File: src/rtl/vga_pkg.sv
// rtl/vga_pkg.sv - shared VGA colour constants, active-area defaults and ball FSM encoding
package vga_pkg;

    localparam logic [15:0] RED     = 16'hF800;
    localparam logic [15:0] GREEN   = 16'h07E0;
    localparam logic [15:0] BLUE    = 16'h001F;
    localparam logic [15:0] YELLOW  = 16'hFFE0;
    localparam logic [15:0] MAGENTA = 16'hF81F;
    localparam logic [15:0] CYAN    = 16'h07FF;
    localparam logic [15:0] BLACK   = 16'h0000;
    localparam logic [15:0] WHITE   = 16'hFFFF;

    localparam int H_ACTIVE_DEF = 640;
    localparam int V_ACTIVE_DEF = 480;

    typedef enum logic [1:0] {
        ST_IDLE   = 2'd0,
        ST_STEP   = 2'd1,
        ST_BOUNCE = 2'd2
    } ball_state_t;

endpackage

File: src/rtl/ball_axis_step.sv
// rtl/ball_axis_step.sv - one-axis ball move with clamp to [0, ACTIVE-SIZE] and direction flip
module ball_axis_step #(
    parameter int ACTIVE = 640,
    parameter int SIZE   = 4,
    parameter int STEP   = 2
) (
    input  logic [15:0] pos_i,
    input  logic        dir_neg_i,
    output logic [15:0] next_pos_o,
    output logic        next_dir_neg_o
);

    localparam int MAX = ACTIVE - SIZE;

    logic [16:0] pos_ext;
    logic [16:0] sum;

    // 17-bit arithmetic so pos+STEP never wraps before the MAX compare
    always_comb begin
        pos_ext        = {1'b0, pos_i};
        sum            = pos_ext + 17'(STEP);
        next_pos_o     = pos_i;
        next_dir_neg_o = dir_neg_i;
        if (!dir_neg_i) begin
            if (sum > 17'(MAX)) begin
                next_pos_o     = 16'(MAX);
                next_dir_neg_o = 1'b1;
            end else begin
                next_pos_o = sum[15:0];
            end
        end else begin
            if (pos_ext < 17'(STEP)) begin
                next_pos_o     = 16'd0;
                next_dir_neg_o = 1'b0;
            end else begin
                next_pos_o = pos_i - 16'(STEP);
            end
        end
    end

endmodule

File: src/rtl/ball_renderer.sv
// rtl/ball_renderer.sv - bouncing square ball: vsync edge detect, per-frame move FSM, pixel renderer
module ball_renderer
    import vga_pkg::*;
#(
    parameter int          H_ACTIVE         = H_ACTIVE_DEF,
    parameter int          V_ACTIVE         = V_ACTIVE_DEF,
    parameter int          BALL_SIZE        = 4,
    parameter int          H_INIT           = 128,
    parameter int          V_INIT           = 128,
    parameter int          H_STEP           = 2,
    parameter int          V_STEP           = 2,
    parameter bit          VSYNC_ACTIVE_LOW = 1'b1,
    parameter logic [15:0] FG_COLOR         = 16'hFFFF,
    parameter logic [15:0] BG_COLOR         = 16'h0000
) (
    input  logic        clk_i,
    input  logic        reset_i,
    input  logic [15:0] row_i,
    input  logic [15:0] column_i,
    input  logic        vSync_i,
    input  logic        pause_i,
    output logic [15:0] rgb_o,
    output logic [15:0] ball_h_o,
    output logic [15:0] ball_v_o,
    output logic        frame_tick_o
);

    ball_state_t state_q, state_d;
    logic        vsync_q, vsync_d;
    logic        trig_q, trig_d;
    logic [15:0] h_q, h_d, v_q, v_d;
    logic        h_neg_q, h_neg_d, v_neg_q, v_neg_d;
    logic [15:0] cand_h_q, cand_h_d, cand_v_q, cand_v_d;
    logic        cand_h_neg_q, cand_h_neg_d, cand_v_neg_q, cand_v_neg_d;
    logic        tick_q, tick_d;
    logic [15:0] rgb_q, rgb_d;

    logic        vs_active;
    logic [15:0] h_next, v_next;
    logic        h_next_neg, v_next_neg;
    logic [16:0] col_ext, row_ext, h_end, v_end;
    logic        hit;

    assign vs_active = VSYNC_ACTIVE_LOW ? ~vSync_i : vSync_i;

    ball_axis_step #(.ACTIVE(H_ACTIVE), .SIZE(BALL_SIZE), .STEP(H_STEP)) u_h_step (
        .pos_i          (h_q),
        .dir_neg_i      (h_neg_q),
        .next_pos_o     (h_next),
        .next_dir_neg_o (h_next_neg)
    );

    ball_axis_step #(.ACTIVE(V_ACTIVE), .SIZE(BALL_SIZE), .STEP(V_STEP)) u_v_step (
        .pos_i          (v_q),
        .dir_neg_i      (v_neg_q),
        .next_pos_o     (v_next),
        .next_dir_neg_o (v_next_neg)
    );

    // vsync_q holds the normalised (1 = active) level so the reset value is the inactive level
    always_comb begin
        vsync_d      = vs_active;
        trig_d       = vs_active & ~vsync_q;
        state_d      = state_q;
        h_d          = h_q;
        v_d          = v_q;
        h_neg_d      = h_neg_q;
        v_neg_d      = v_neg_q;
        cand_h_d     = cand_h_q;
        cand_v_d     = cand_v_q;
        cand_h_neg_d = cand_h_neg_q;
        cand_v_neg_d = cand_v_neg_q;
        tick_d       = 1'b0;
        case (state_q)
            ST_IDLE: begin
                if (trig_q && !pause_i) begin
                    state_d = ST_STEP;
                end
            end
            ST_STEP: begin
                cand_h_d     = h_next;
                cand_v_d     = v_next;
                cand_h_neg_d = h_next_neg;
                cand_v_neg_d = v_next_neg;
                state_d      = ST_BOUNCE;
            end
            ST_BOUNCE: begin
                h_d     = cand_h_q;
                v_d     = cand_v_q;
                h_neg_d = cand_h_neg_q;
                v_neg_d = cand_v_neg_q;
                tick_d  = 1'b1;
                state_d = ST_IDLE;
            end
            default: state_d = ST_IDLE;
        endcase
    end

    always_comb begin
        col_ext = {1'b0, column_i};
        row_ext = {1'b0, row_i};
        h_end   = {1'b0, h_q} + 17'(BALL_SIZE);
        v_end   = {1'b0, v_q} + 17'(BALL_SIZE);
        hit     = (col_ext < 17'(H_ACTIVE)) && (row_ext < 17'(V_ACTIVE)) &&
                  (column_i >= h_q) && (col_ext < h_end) &&
                  (row_i >= v_q) && (row_ext < v_end);
        rgb_d   = hit ? FG_COLOR : BG_COLOR;
    end

    always_ff @(posedge clk_i or posedge reset_i) begin
        if (reset_i) begin
            state_q      <= ST_IDLE;
            vsync_q      <= 1'b0;
            trig_q       <= 1'b0;
            h_q          <= 16'(H_INIT);
            v_q          <= 16'(V_INIT);
            h_neg_q      <= 1'b1;
            v_neg_q      <= 1'b0;
            cand_h_q     <= 16'(H_INIT);
            cand_v_q     <= 16'(V_INIT);
            cand_h_neg_q <= 1'b1;
            cand_v_neg_q <= 1'b0;
            tick_q       <= 1'b0;
            rgb_q        <= BG_COLOR;
        end else begin
            state_q      <= state_d;
            vsync_q      <= vsync_d;
            trig_q       <= trig_d;
            h_q          <= h_d;
            v_q          <= v_d;
            h_neg_q      <= h_neg_d;
            v_neg_q      <= v_neg_d;
            cand_h_q     <= cand_h_d;
            cand_v_q     <= cand_v_d;
            cand_h_neg_q <= cand_h_neg_d;
            cand_v_neg_q <= cand_v_neg_d;
            tick_q       <= tick_d;
            rgb_q        <= rgb_d;
        end
    end

    assign rgb_o        = rgb_q;
    assign ball_h_o     = h_q;
    assign ball_v_o     = v_q;
    assign frame_tick_o = tick_q;

endmodule

File: config.mk
export PLATFORM = sky130hd
export DESIGN_NAME = ball_renderer
export DESIGN_NICKNAME = d
export VERILOG_FILES = /design/src/rtl/vga_pkg.sv /design/src/rtl/ball_axis_step.sv /design/src/rtl/ball_renderer.sv
export SDC_FILE = /design/constraint.sdc
export NUM_CORES = 1
export LEC_CHECK = 0
export BUFFER_PORTS_ARGS = -buffer_cell sky130_fd_sc_hd__buf_2
export CAP_MARGIN = 20
export CORE_MARGIN = 2
export CORE_UTILIZATION = 53
export CTS_CLUSTER_DIAMETER = 120
export DETAILED_ROUTE_END_ITERATION = 12
export PLACE_DENSITY = 0.82
export SYNTH_ARGS = -nofsm -noshare
export SYNTH_HDL_FRONTEND = slang
export SYNTH_SLANG_ARGS = --single-unit
File: constraint.sdc
create_clock -name clk_i -period 3 [get_ports clk_i]
set_input_delay 0.6 -clock clk_i [delete_from_list [all_inputs] [get_ports clk_i]]
set_output_delay 0.6 -clock clk_i [all_outputs]
set_load 0.01 [all_outputs]
==> flow_summary.yaml <==
run_status:
  status: "finished clean"
yosys:
  ys_warn_count: 0
  yosysSeqAreaShare: 0.302
  synth_common_cells: "ha_1 (70), dfrtp_1 (68), xnor2_1 (55), nand2_1 (46), inv_1 (44)"
  synth.largest_area_cell: "dfrtp_1"
  ys_async_sr_fraction: 1.00
  yosys_register_bits: 74
  synth_edf_count: 0
  netlist_area_mm2: 0.00615
  synth_cell_types: 75
  synth_most_common_cell: "ha_1"
  syn_area_per_cell_um2: 9.13
  ys.flop_type: "dfrtp_1"
  synth_area_leaders: "dfrtp_1 (28%), ha_1 (14%), xnor2_1 (7.8%), mux2_2 (6.2%), nand2_1 (2.8%)"
  yosysTopAreaCellShare: 0.277
  syn-num-nets: 780
  synthCells: 674
floorplan:
  coreArea_mm2: 0.0114
  die_y_um: 112
  rows: 39
  start_util: 0.541
  die_x_um: 112
  dieArea_mm2: 0.0125
  io_pins: 85
critical_path:
  crit_path_end: "rgb_o[14]"
  slowest_delay_ns: 0.53
  crit_buf_inv: 0
  r2r_cells: 11
  crit_slowest_cell: "dfstp_2"
  crit_arrival_ns: 3.12
  end_kind: "flop"
  rrSetupSlack_ns: 0.11
  cp.depth: 11
  worstPathRequired_ns: 3.23
  crit_fanout: 2
  worstReg2RegStart: "ball_v_o[7]"
  r2r_end: "rgb_o[14]"
  crit_chain: "nand4_1, or2_4, nor3_2, xnor2_1, ha_1, a21o_1, a211oi_1, o21ai_0, a2111oi_1, o221ai_1, nor4_2"
  path_class: "flop to flop"
  cp_top_family: "compound AO/OA/AOI/OAI gates"
  critPathLaunch: "ball_v_o[7]"
  cp-start-kind: "flop"
power:
  power.density_mw_per_mm2: 689
  vdd_ir_drop_max_mv: 0.325
  leakage_nw: 3.26
layout:
  final_util: 0.631
  layout-area-overhead-vs-synth_pct: 16.7
  nNetsFinal: 867
  fillers: 923
  diodes: 0
  drive_above_1_share: 0.275
timing:
  max_slew.worst_pin.slew_ns: 0.871
  slew_headroom: 0.419
  period_minus_slack_ns: 2.89
  finalHoldViolCount: 0
  drv_slew: 0
  finalSetupViolations: 0
  post-route-period-util: 0.963
  skew_ns: 0.00508
  whs_ns: 0.196
  fmax_mhz: 346
placed_design:
  post-dp-hpwl_mm: 12.5
  port_buffers: 84
  place.gp.congestion: 0.982
grt:
  gr-usage-all-layers: 0.271
  antenna_found_initial: 0
  grt_pass1_vias: 5504
  grt_pass1_wl_mm: 27.7
  grt_max_degree: 66
  grt_overflow_total: 0
detailed_routing:
  finalWirelength_mm: 16.9
  ant_nets: 0
  post-route-drc-count: 0
  drt_first_pass_iters: 5
  vias: 5611
  wl_per_cell_um: 18.6
  drt_iter0_drc: 528
  vias_per_cell: 6.17
hold_path:
  worstHoldPathType: "primary input to asynchronous set/reset pin"
job:
  cap_violations: 0
cts:
  path_clk_slew_ns: 0.06
  hold_buffers: 0
  clk-insertion-delay-late_ns: 0.33
  root_buffer: "clkbuf_16"
  h-tree-depth: 3
  cts_tree: "done"
  numCtsBuffers: 9
  clockBufferDepth: 2
  cts.sinks: 74
[power by group]
group	switching, mW	leakage [nW]	internal, mW	total (mW)
logic	1.35	2.17	0.992	2.35
registers	0.185	0.933	1.20	1.39
clock network	0.449	0.165	0.763	1.21
[worst reg2reg max path: cells and delay by family, from the launching register on]
kind	cells	cell delay, ns
adders and majority gates	1	0.34
AOI/OAI and AO/OA	5	1.11
DFF	1	0.53
and+or+nand+nor	4	0.71
xor gates and xnor gates	1	0.09
[metrics by stage]
step	instance area (um2)	setup slack, ns	instances	setup TNS, ns	total power, mW
3_3_place_gp	6780	0.100	888	0	3.55
2_1_floorplan	6160	0.0216	674	0	2.88
6_report	7180	0.110	909	0	4.94
5_1_grt	7180	-0.0532	909	-0.0532	5.24
3_5_place_dp	6780	-0.0245	888	-0.0245	3.65
4_1_cts	7130	0.0110	904	0	4.90
[worst min-delay path by stage]
stage             from  slack, ns     endpoint  cells past startpoint
6_report       reset_i       0.20  ball_v_o[2]                      2
3_3_place_gp   vsync_q       0.38       trig_q                      1
3_5_place_dp   vsync_q       0.40       trig_q                      1
4_1_cts        reset_i       0.19  cand_v_q[2]                      2
5_1_grt        reset_i       0.20  ball_v_o[2]                      2
2_1_floorplan  vsync_q       0.37       trig_q                      1
[what timing repair did]
item,4_1_cts,5_1_grt
endpoints found under the setup margin,1,1
buffers inserted,0,5
pin swaps,0,9
gates resized for setup,2,5
[layer usage]
layer / share of wire / wire length [um] / global-route usage / vias up
met5: 0 / 0 / 0 / -
met4: 0.037 / 619 / 0.107 / 0
met3: 0.067 / 1140 / 0.0408 / 55
met2: 0.48 / 8100 / 0.448 / 261
met1: 0.42 / 7070 / 0.360 / 2688
li1: - / - / - / 2607
[layout by cell type (no fill, tap or decap), types with 18 or more instances in the layout]
master	count
a21oi_1	22
dfrtp_1	67
nand2_1	46
ha_1	70
o21ai_0	34
nor2_1	31
buf_2	84
xnor2_1	55
nand3_1	22
inv_1	43
nor3_1	18
buf_4	48
mux2_2	34
[kinds of logic after synthesis]
kind of cell	count (synthesis)	share of synthesized area
compound gates	156	0.179
buf+inv	102	0.0791
xor+xnor	56	0.0797
simple gates	181	0.154
flops	74	0.302
fa+ha+maj	70	0.142
mux	35	0.0638
[final cells by class]
class | instances | area (um2) | area share
Timing Repair Buffer | 133 | 801 | 0.112
Inverter | 45 | 169 | 0.0235
Clock inverter | 6 | 97.6 | 0.0136
Tap cell | 143 | 179 | 0.0249
Clock buffer | 10 | 239 | 0.0333
Multi-Input combinational cell | 498 | 3830 | 0.534
Sequential cell | 74 | 1860 | 0.259
[flip-flops by register name, summed over array words and instances (netlist names)]
name and flops:
state_q 2, cand_v_neg_q 1, cand_h_q 16, cand_v_q 16
rgb_o 1, ball_v_o 16, v_neg_q 1, trig_q 1
cand_h_neg_q 1, frame_tick_o 1, h_neg_q 1, vsync_q 1
ball_h_o 16
Note: power is estimated with default switching activity, not from simulation.
